[config.mk]
export PLATFORM = sky130hd
export DESIGN_NAME = sampler_fifo
export DESIGN_NICKNAME = d
export VERILOG_FILES = /design/src/rtl/sampler_fifo.sv
export SDC_FILE = /design/constraint.sdc
export NUM_CORES = 1
export LEC_CHECK = 0
export CORE_MARGIN = 2
export CORE_UTILIZATION = 40
export DETAILED_ROUTE_END_ITERATION = 10
export RECOVER_POWER = 50
export SYNTH_ARGS = -nofsm -noshare
export SYNTH_HDL_FRONTEND = slang
export SYNTH_SLANG_ARGS = --single-unit
[constraint.sdc]
create_clock -name clk -period 3.9 [get_ports clk]
set_input_delay 0.39 -clock clk [delete_from_list [all_inputs] [get_ports clk]]
set_output_delay 0.39 -clock clk [all_outputs]
set_load 0.02 [all_outputs]
[src/rtl/sampler_fifo.sv]
// Buffered audio sampler: valid/ready FIFO of PCM codes, popped once per sample
// period into a first-order sigma-delta modulator driving a 1-bit output.
module sampler_fifo #(
    parameter int CODE_WIDTH    = 10,
    parameter int CLK_DIV       = 2500,
    parameter int FIFO_DEPTH    = 8,
    parameter int UNDERRUN_HOLD = 1
) (
    input  logic                          clk,
    input  logic                          rst,
    input  logic                          enable,
    input  logic                          in_valid,
    input  logic [CODE_WIDTH-1:0]         in_code,
    output logic                          in_ready,
    output logic [$clog2(FIFO_DEPTH):0]   fill_level,
    output logic                          sample_tick,
    output logic                          underrun,
    output logic [15:0]                   underrun_count,
    output logic                          pwm_out
);

    localparam int CNT_W  = $clog2(CLK_DIV);
    localparam int PTR_W  = $clog2(FIFO_DEPTH);
    localparam int FILL_W = PTR_W + 1;
    localparam logic [CNT_W-1:0]      CNT_LAST  = CNT_W'(CLK_DIV - 1);
    localparam logic [FILL_W-1:0]     FILL_FULL = FILL_W'(FIFO_DEPTH);
    localparam logic [CODE_WIDTH-1:0] MID_CODE  = {1'b1, {(CODE_WIDTH-1){1'b0}}};

    logic [CNT_W-1:0]      cnt_r;
    logic [PTR_W-1:0]      wr_ptr_r;
    logic [PTR_W-1:0]      rd_ptr_r;
    logic [FILL_W-1:0]     fill_r;
    logic [CODE_WIDTH-1:0] cur_code_r;
    logic [CODE_WIDTH-1:0] acc_r;
    logic [15:0]           ucnt_r;
    logic                  tick_r;
    logic                  under_r;
    logic                  pwm_r;
    logic [CODE_WIDTH-1:0] mem_r [FIFO_DEPTH];

    logic                  tick_s;
    logic                  empty_s;
    logic                  ready_s;
    logic                  push_s;
    logic                  pop_s;
    logic [CODE_WIDTH:0]   sum_s;
    logic [FILL_W-1:0]     fill_next_s;

    // Handshake, tick and occupancy decisions for the coming edge
    always_comb begin
        tick_s  = enable && (cnt_r == CNT_LAST);
        empty_s = (fill_r == {FILL_W{1'b0}});
        if (rst && (fill_r != FILL_FULL)) begin
            ready_s = 1'b1;
        end else begin
            ready_s = 1'b0;
        end
        push_s = in_valid && ready_s;
        pop_s  = tick_s && !empty_s;
        // carry out of the low CODE_WIDTH bits is the modulator output
        sum_s  = {1'b0, acc_r} + {1'b0, cur_code_r};
        if (push_s && !pop_s) begin
            fill_next_s = fill_r + FILL_W'(1);
        end else if (pop_s && !push_s) begin
            fill_next_s = fill_r - FILL_W'(1);
        end else begin
            fill_next_s = fill_r;
        end
    end

    // Sample-period divider, frozen while paused
    always_ff @(posedge clk or negedge rst) begin
        if (!rst) begin
            cnt_r <= {CNT_W{1'b0}};
        end else if (enable) begin
            cnt_r <= (cnt_r == CNT_LAST) ? {CNT_W{1'b0}} : cnt_r + CNT_W'(1);
        end else begin
            cnt_r <= cnt_r;
        end
    end

    // FIFO pointers and fill counter
    always_ff @(posedge clk or negedge rst) begin
        if (!rst) begin
            wr_ptr_r <= {PTR_W{1'b0}};
            rd_ptr_r <= {PTR_W{1'b0}};
            fill_r   <= {FILL_W{1'b0}};
        end else begin
            if (push_s) wr_ptr_r <= wr_ptr_r + PTR_W'(1);
            if (pop_s)  rd_ptr_r <= rd_ptr_r + PTR_W'(1);
            fill_r <= fill_next_s;
        end
    end

    // FIFO storage
    always_ff @(posedge clk) begin
        if (push_s) mem_r[wr_ptr_r] <= in_code;
    end

    // Per-tick code load, underrun pulse and saturating underrun counter
    always_ff @(posedge clk or negedge rst) begin
        if (!rst) begin
            cur_code_r <= {CODE_WIDTH{1'b0}};
            tick_r     <= 1'b0;
            under_r    <= 1'b0;
            ucnt_r     <= 16'd0;
        end else begin
            tick_r  <= tick_s;
            under_r <= tick_s && empty_s;
            if (pop_s) begin
                cur_code_r <= mem_r[rd_ptr_r];
            end else if (tick_s && (UNDERRUN_HOLD == 0)) begin
                cur_code_r <= MID_CODE;
            end
            if (tick_s && empty_s && (ucnt_r != 16'hFFFF)) begin
                ucnt_r <= ucnt_r + 16'd1;
            end
        end
    end

    // Sigma-delta accumulator, runs every cycle regardless of enable
    always_ff @(posedge clk or negedge rst) begin
        if (!rst) begin
            acc_r <= {CODE_WIDTH{1'b0}};
            pwm_r <= 1'b0;
        end else begin
            acc_r <= sum_s[CODE_WIDTH-1:0];
            pwm_r <= sum_s[CODE_WIDTH];
        end
    end

    assign in_ready       = ready_s;
    assign fill_level     = fill_r;
    assign sample_tick    = tick_r;
    assign underrun       = under_r;
    assign underrun_count = ucnt_r;
    assign pwm_out        = pwm_r;

endmodule

# After elaboration in Yosys (flattened, before gate mapping)
# Memory sizes are Yosys's and may differ from the RTL's. A register that Yosys moved wholly into a read port is not among the register bits.
# Cells that the tools add are included.
# W data, S select, Z words.
# word_totals
regBits	51
latch_bits	0
ramBits	80
rom_bits	0
input_bits	14
output_inout_bits	24
wordCells	40
memories	1
# classes
addsub	7
n_mul	0
div_mod_pow	0
order_cmp	0
eq_ne	3
n_shift	0
n_mux	6
bitwise	0
reduce_logical	14
# memory_table
name	words	word_bits	read_ports	rd_ports_with_merged_regs	write_ports	line	source
mem_r	8	10	1	1	1	39	logic [CODE_WIDTH-1:0] mem_r [FIFO_DEPTH];
# op_table
cell	n
$add A16 B1 Y16 const B	1
$ne A16 B16 Y1 const B	1
$add A12 B1 Y12 const B	1
$eq A12 B12 Y1 const B	1
$mux W12	1
$add A10 B10 Y11	1
$logic_and A1 B1 Y1	8
$mux W4	2
$add A3 B1 Y3 const B	2
$add A4 B1 Y4 const B	1
$logic_not A1 Y1	4
$logic_not A4 Y1	1
$ne A4 B4 Y1 const B	1
$sub A4 B1 Y4 const B	1
$mux W1	3
$reduce_bool A2 Y1	1

# Longest topological paths before layout
# logic_depth
depth_word	8
depth_mapped	13
mapped_depth_nobuf	12

# Least setup slack after synthesis
# Ideal clock, no wire load.
# synth_timing
path_kind	reg2reg
start	reg cnt_r[0]
end	reg fill_r[3] (netlist: fill_level[3])
setup_ns	0.132
arrival_time_ns	2.999
t_required_ns	3.768
slack_ns	0.770
path_stages_with_launch	14
path_buffers	1
synth_period_minus_slack_ns	3.130
path_cell_list	dfrtp_1 -> ha_1 -> or4b_4 -> nor3_1 -> nand2_1 -> buf_2 -> ha_1 -> inv_1 -> ha_1 -> a21o_1 -> a21oi_1 -> xnor2_1 -> nor2_1 -> xor2_1
# synth_via
elab_chain_len	6
elab_cells_between_ends	8
cone_classes	eq/ne (1); mux (1); reduce/logical (6)
# synth_rtl
element	line	source
start: declaration	29	logic [CNT_W-1:0] cnt_r;
start signal: assignment	74	cnt_r <= {CNT_W{1'b0}};
start signal: assignment	76	cnt_r <= (cnt_r == CNT_LAST) ? {CNT_W{1'b0}} : cnt_r + CNT_W'(1);
start signal: assignment	78	cnt_r <= cnt_r;
$eq A12 B12 Y1 *	51	tick_s = enable && (cnt_r == CNT_LAST);
$logic_and A1 B1 Y1 *	51	
via tick_s	41	logic tick_s;
$logic_and A1 B1 Y1 *	59	pop_s = tick_s && !empty_s;
$logic_not A1 Y1	62	if (push_s && !pop_s) begin
$logic_and A1 B1 Y1	62	
$mux W4 / $reduce_bool A2 Y1 (equally long branches)	--	
end signal: assignment	87	fill_r <= {FILL_W{1'b0}};
end signal: assignment	91	fill_r <= fill_next_s;
end: declaration	32	logic [FILL_W-1:0] fill_r;
# Mark *: on every way through the listed nets, which the timed path passes. The rest lies on a longest branch.
# A chain may end at the register's enable or synchronous reset.

# Final worst setup path
# Ends and elaborated chain as after synthesis.

==> flow_summary.toml <==
[setup_path]
worst_path_most_repeated_cell = "ha_1"
cp.arrival_ps = 3450
reg2reg_depth = 14
cp_cell_sequence = "ha_1 > or4b_4 > nor3_1 > buf_4 > nand2_1 > buf_4 > ha_1 > inv_1 > ha_1 > a21o_1 > a21oi_1 > xnor2_1 > nor2_1 > xor2_1"
end_kind = "flop"
cp.required_ps = 4210
crit_fanout = 23
critPathKind = "flop to flop"
startpoint_type = "flop"
max_stage_delay_ps = 500
crit_slowest_cell = "or4b_4"

[cts]
cts_tree = "done"
h-tree-depth = 4
cts_buffers = 17
clock-sinks = 141
insertion_delay_ps = 420
cts-resized-gates = 0
cts_root_buf = "clkbuf_16"
postCtsSetupRepairBufs = 0
path_clk_slew_ps = 60
ctsLongestPathBuffers = 2
cts-hold-fix-buffers = 0

[floorplanning]
die-area_mm2 = 0.0158
io-pin-count = 38
die_w_um = 126
num_rows = 44
die_y_um = 126
core_region_area_mm2 = 0.0145
initial_core_util_pct = 40.8

[cells_and_area]
num_antenna_cells = 0
final_util_pct = 48.9
fin_cells = 638
area_growth_pct = 20.0
seqCellArea_mm2 = 0.00393
layout.nets = 474
multiInputGateArea_mm2 = 0.00194
fill_cells = 1250
drive_above_1_share_pct = 15.4

[sta]
clock_skew_ps = 10.5
max_freq_ghz = 0.318
rsz0062_at_grt = "false"
slew_headroom_pct = -0.248
setup_viol = 0
fin_ws_ps = 758
final-hold-violation-count = 0
fin_crit_ps = 3140
fin_crit_sh_pct = 80.6
slew_violations = 61
setup_tns_ps = 0
tightest_slew_ps = 1500

[placed_design]
io_buffers = 37
pre_cts_ws_ps = 697
routabilityCongestion = 0.781
dp_cells = 606
post-dp-hpwl_mm = 6.73

[yosys]
ys_ff_latch = 141
yosys_warnings = 0
synth_area_leaders = "edfxtp_1 41%, dfrtp_1 26%, mux4_2 7.6%, xnor2_1 4.3%, ha_1 3.6%"
syn_inst = 382
avgSynthCellArea_um2 = 15.5
synth_edf_count = 80
synth_top_cell_by_area = "edfxtp_1"
ys_seq_area_share_pct = 66.3
syn_area_mm2 = 0.00593
synth_nets = 415
synth_ff_type = "edfxtp_1"
yosys.area.top_type_share_pct = 40.5
ys_types = 43
async_reset_ff_share_pct = 43.3

[power_and_ir_drop]
peakVddDrop_mv = 0.413
leakagePower_nw = 2.72
powerDensity_mw_per_mm2 = 522

[flow_run]
maxCapViolCount = 1

[hold_path]
min_path_cells = 1
hold_class = "flop to flop"

[routing]
drtPass1Iterations = 4
drtIter0Drc = 230
postRouteWirelength_mm = 10.7
drc = 0
ant_nets = 0
avgRoutedWirePerCell_um = 16.8
num_vias = 3274
via_per_inst = 5.13

[grt]
antenna_found_initial = 0
first_global_vias = 3396
grt_max_degree = 62
grt_overflow_total = 0
grt_use_total_pct = 14.9
grt_pass1_wl_mm = 18.0

[outcome]
violations = "capacitance limit, slew limit"
status = "finished, violations left"
per-layer routing:
layer  vias to the layer above  part of all wire (%)  track usage, %  routed length, µm
met5                         -                     0               0                  0
met4                         0                   1.2            5.75                130
met3                        12                   3.2            4.80                343
met2                        42                    49            23.2               5260
met1                      1669                    47            19.7               4990
li1                       1551                     -               -                  -
cell families after synthesis:
| kind of cell | Yosys count | synth area share (%) |
|---|---|---|
| mux | 35 | 10.2 |
| flops | 141 | 66.3 |
| compound gates | 35 | 3.76 |
| simple gates | 99 | 8.67 |
| buf+inv | 14 | 1.06 |
| fa+ha+maj | 19 | 4.26 |
| xor+xnor | 39 | 5.76 |
state kept, by name (all words and copies together) (netlist names):
register,count
mem_r,80
underrun_count,16
cnt_r,12
acc_r,10
cur_code_r,10
fill_level,4
rd_ptr_r,3
wr_ptr_r,3
pwm_out,1
sample_tick,1
underrun,1
Yosys cell counts, types with 2 or more instances:
| master | number |
|---|---|
| a21o_1 | 5 |
| or4b_4 | 2 |
| edfxtp_1 | 80 |
| ha_1 | 17 |
| nand2_1 | 28 |
| nor3_1 | 5 |
| o21ai_0 | 6 |
| nand3_1 | 11 |
| buf_2 | 2 |
| mux2i_1 | 10 |
| o21ai_1 | 8 |
| a21oi_1 | 8 |
| clkbuf_1 | 5 |
| nand4_1 | 11 |
| nand2b_1 | 3 |
| nor2_1 | 18 |
| inv_1 | 5 |
| mux4_2 | 20 |
| and2_1 | 4 |
| and3_1 | 7 |
| xor2_1 | 10 |
| dfrtp_1 | 61 |
| and4_1 | 2 |
| nor3b_1 | 2 |
| xnor2_1 | 29 |
| fa_1 | 2 |
| mux2_2 | 5 |
worst max-delay path: cells and delay by family (launching register included):
| kind | cells | cell delay [ps] |
|---|---|---|
| AND/OR/NAND/NOR | 4 | 840 |
| adder cells (fa/ha/maj) | 3 | 670 |
| buffers and inverters | 3 | 500 |
| flip-flops | 1 | 390 |
| AO/OA/AOI/OAI | 2 | 340 |
| XOR/XNOR | 2 | 270 |
cell usage in the layout, fill, tap and decap left out, drive strengths merged, types with 8 or more instances in the layout:
| master | count |
|---|---|
| clkbuf | 20 |
| ha | 17 |
| xor2 | 10 |
| nand2 | 28 |
| nand3 | 11 |
| edfxtp | 80 |
| inv | 8 |
| xnor2 | 29 |
| dlygate4sd3 | 11 |
| buf | 11 |
| o21ai | 14 |
| clkdlybuf4s50 | 25 |
| mux4 | 20 |
| dfrtp | 61 |
| mux2i | 10 |
| a21oi | 8 |
| nor2 | 18 |
| nand4 | 11 |
power by group:
part / internal, W / total [W] / switching [W]
Clock: 0.000872 / 0.00149 / 0.000615
Combinational: 0.000193 / 0.000400 / 0.000207
Sequential: 0.00172 / 0.00183 / 0.000110
final cells by class:
cell class / count / share of cell area (%)
multi-input combinational: 227 / 27.2
sequential: 141 / 55.2
inverter: 5 / 0.264
clock buffer: 18 / 6.03
clock inverter: 14 / 1.64
timing repair buffer: 49 / 6.35
tap: 184 / 3.24
path summary, 6_finish.rpt:
| path | from | end | slack [ps] |
|---|---|---|---|
| hold / removal | acc_r[0] | acc_r[0] | 470 |
| min in group asynchronous | rst | underrun_count[2] | 530 |
| max in group asynchronous | rst | acc_r[7] | 2460 |
| setup reg to reg | cnt_r[0] | fill_level[3] | 760 |
| hold reg to reg | acc_r[0] | acc_r[0] | 470 |
| setup / recovery | cnt_r[0] | fill_level[3] | 760 |
per-stage QoR:
step / cell area, µm² / hold WS (ps) / power, W
floorplan: 5930 / 94.4 / 0.00208
global placement: 6570 / 453 / 0.00224
detailed placement: 6570 / 461 / 0.00227
CTS: 7120 / 227 / 0.00376
global route: 7110 / 480 / 0.00388
finish: 7110 / 472 / 0.00371
Note: power is estimated with default switching activity, not from simulation.
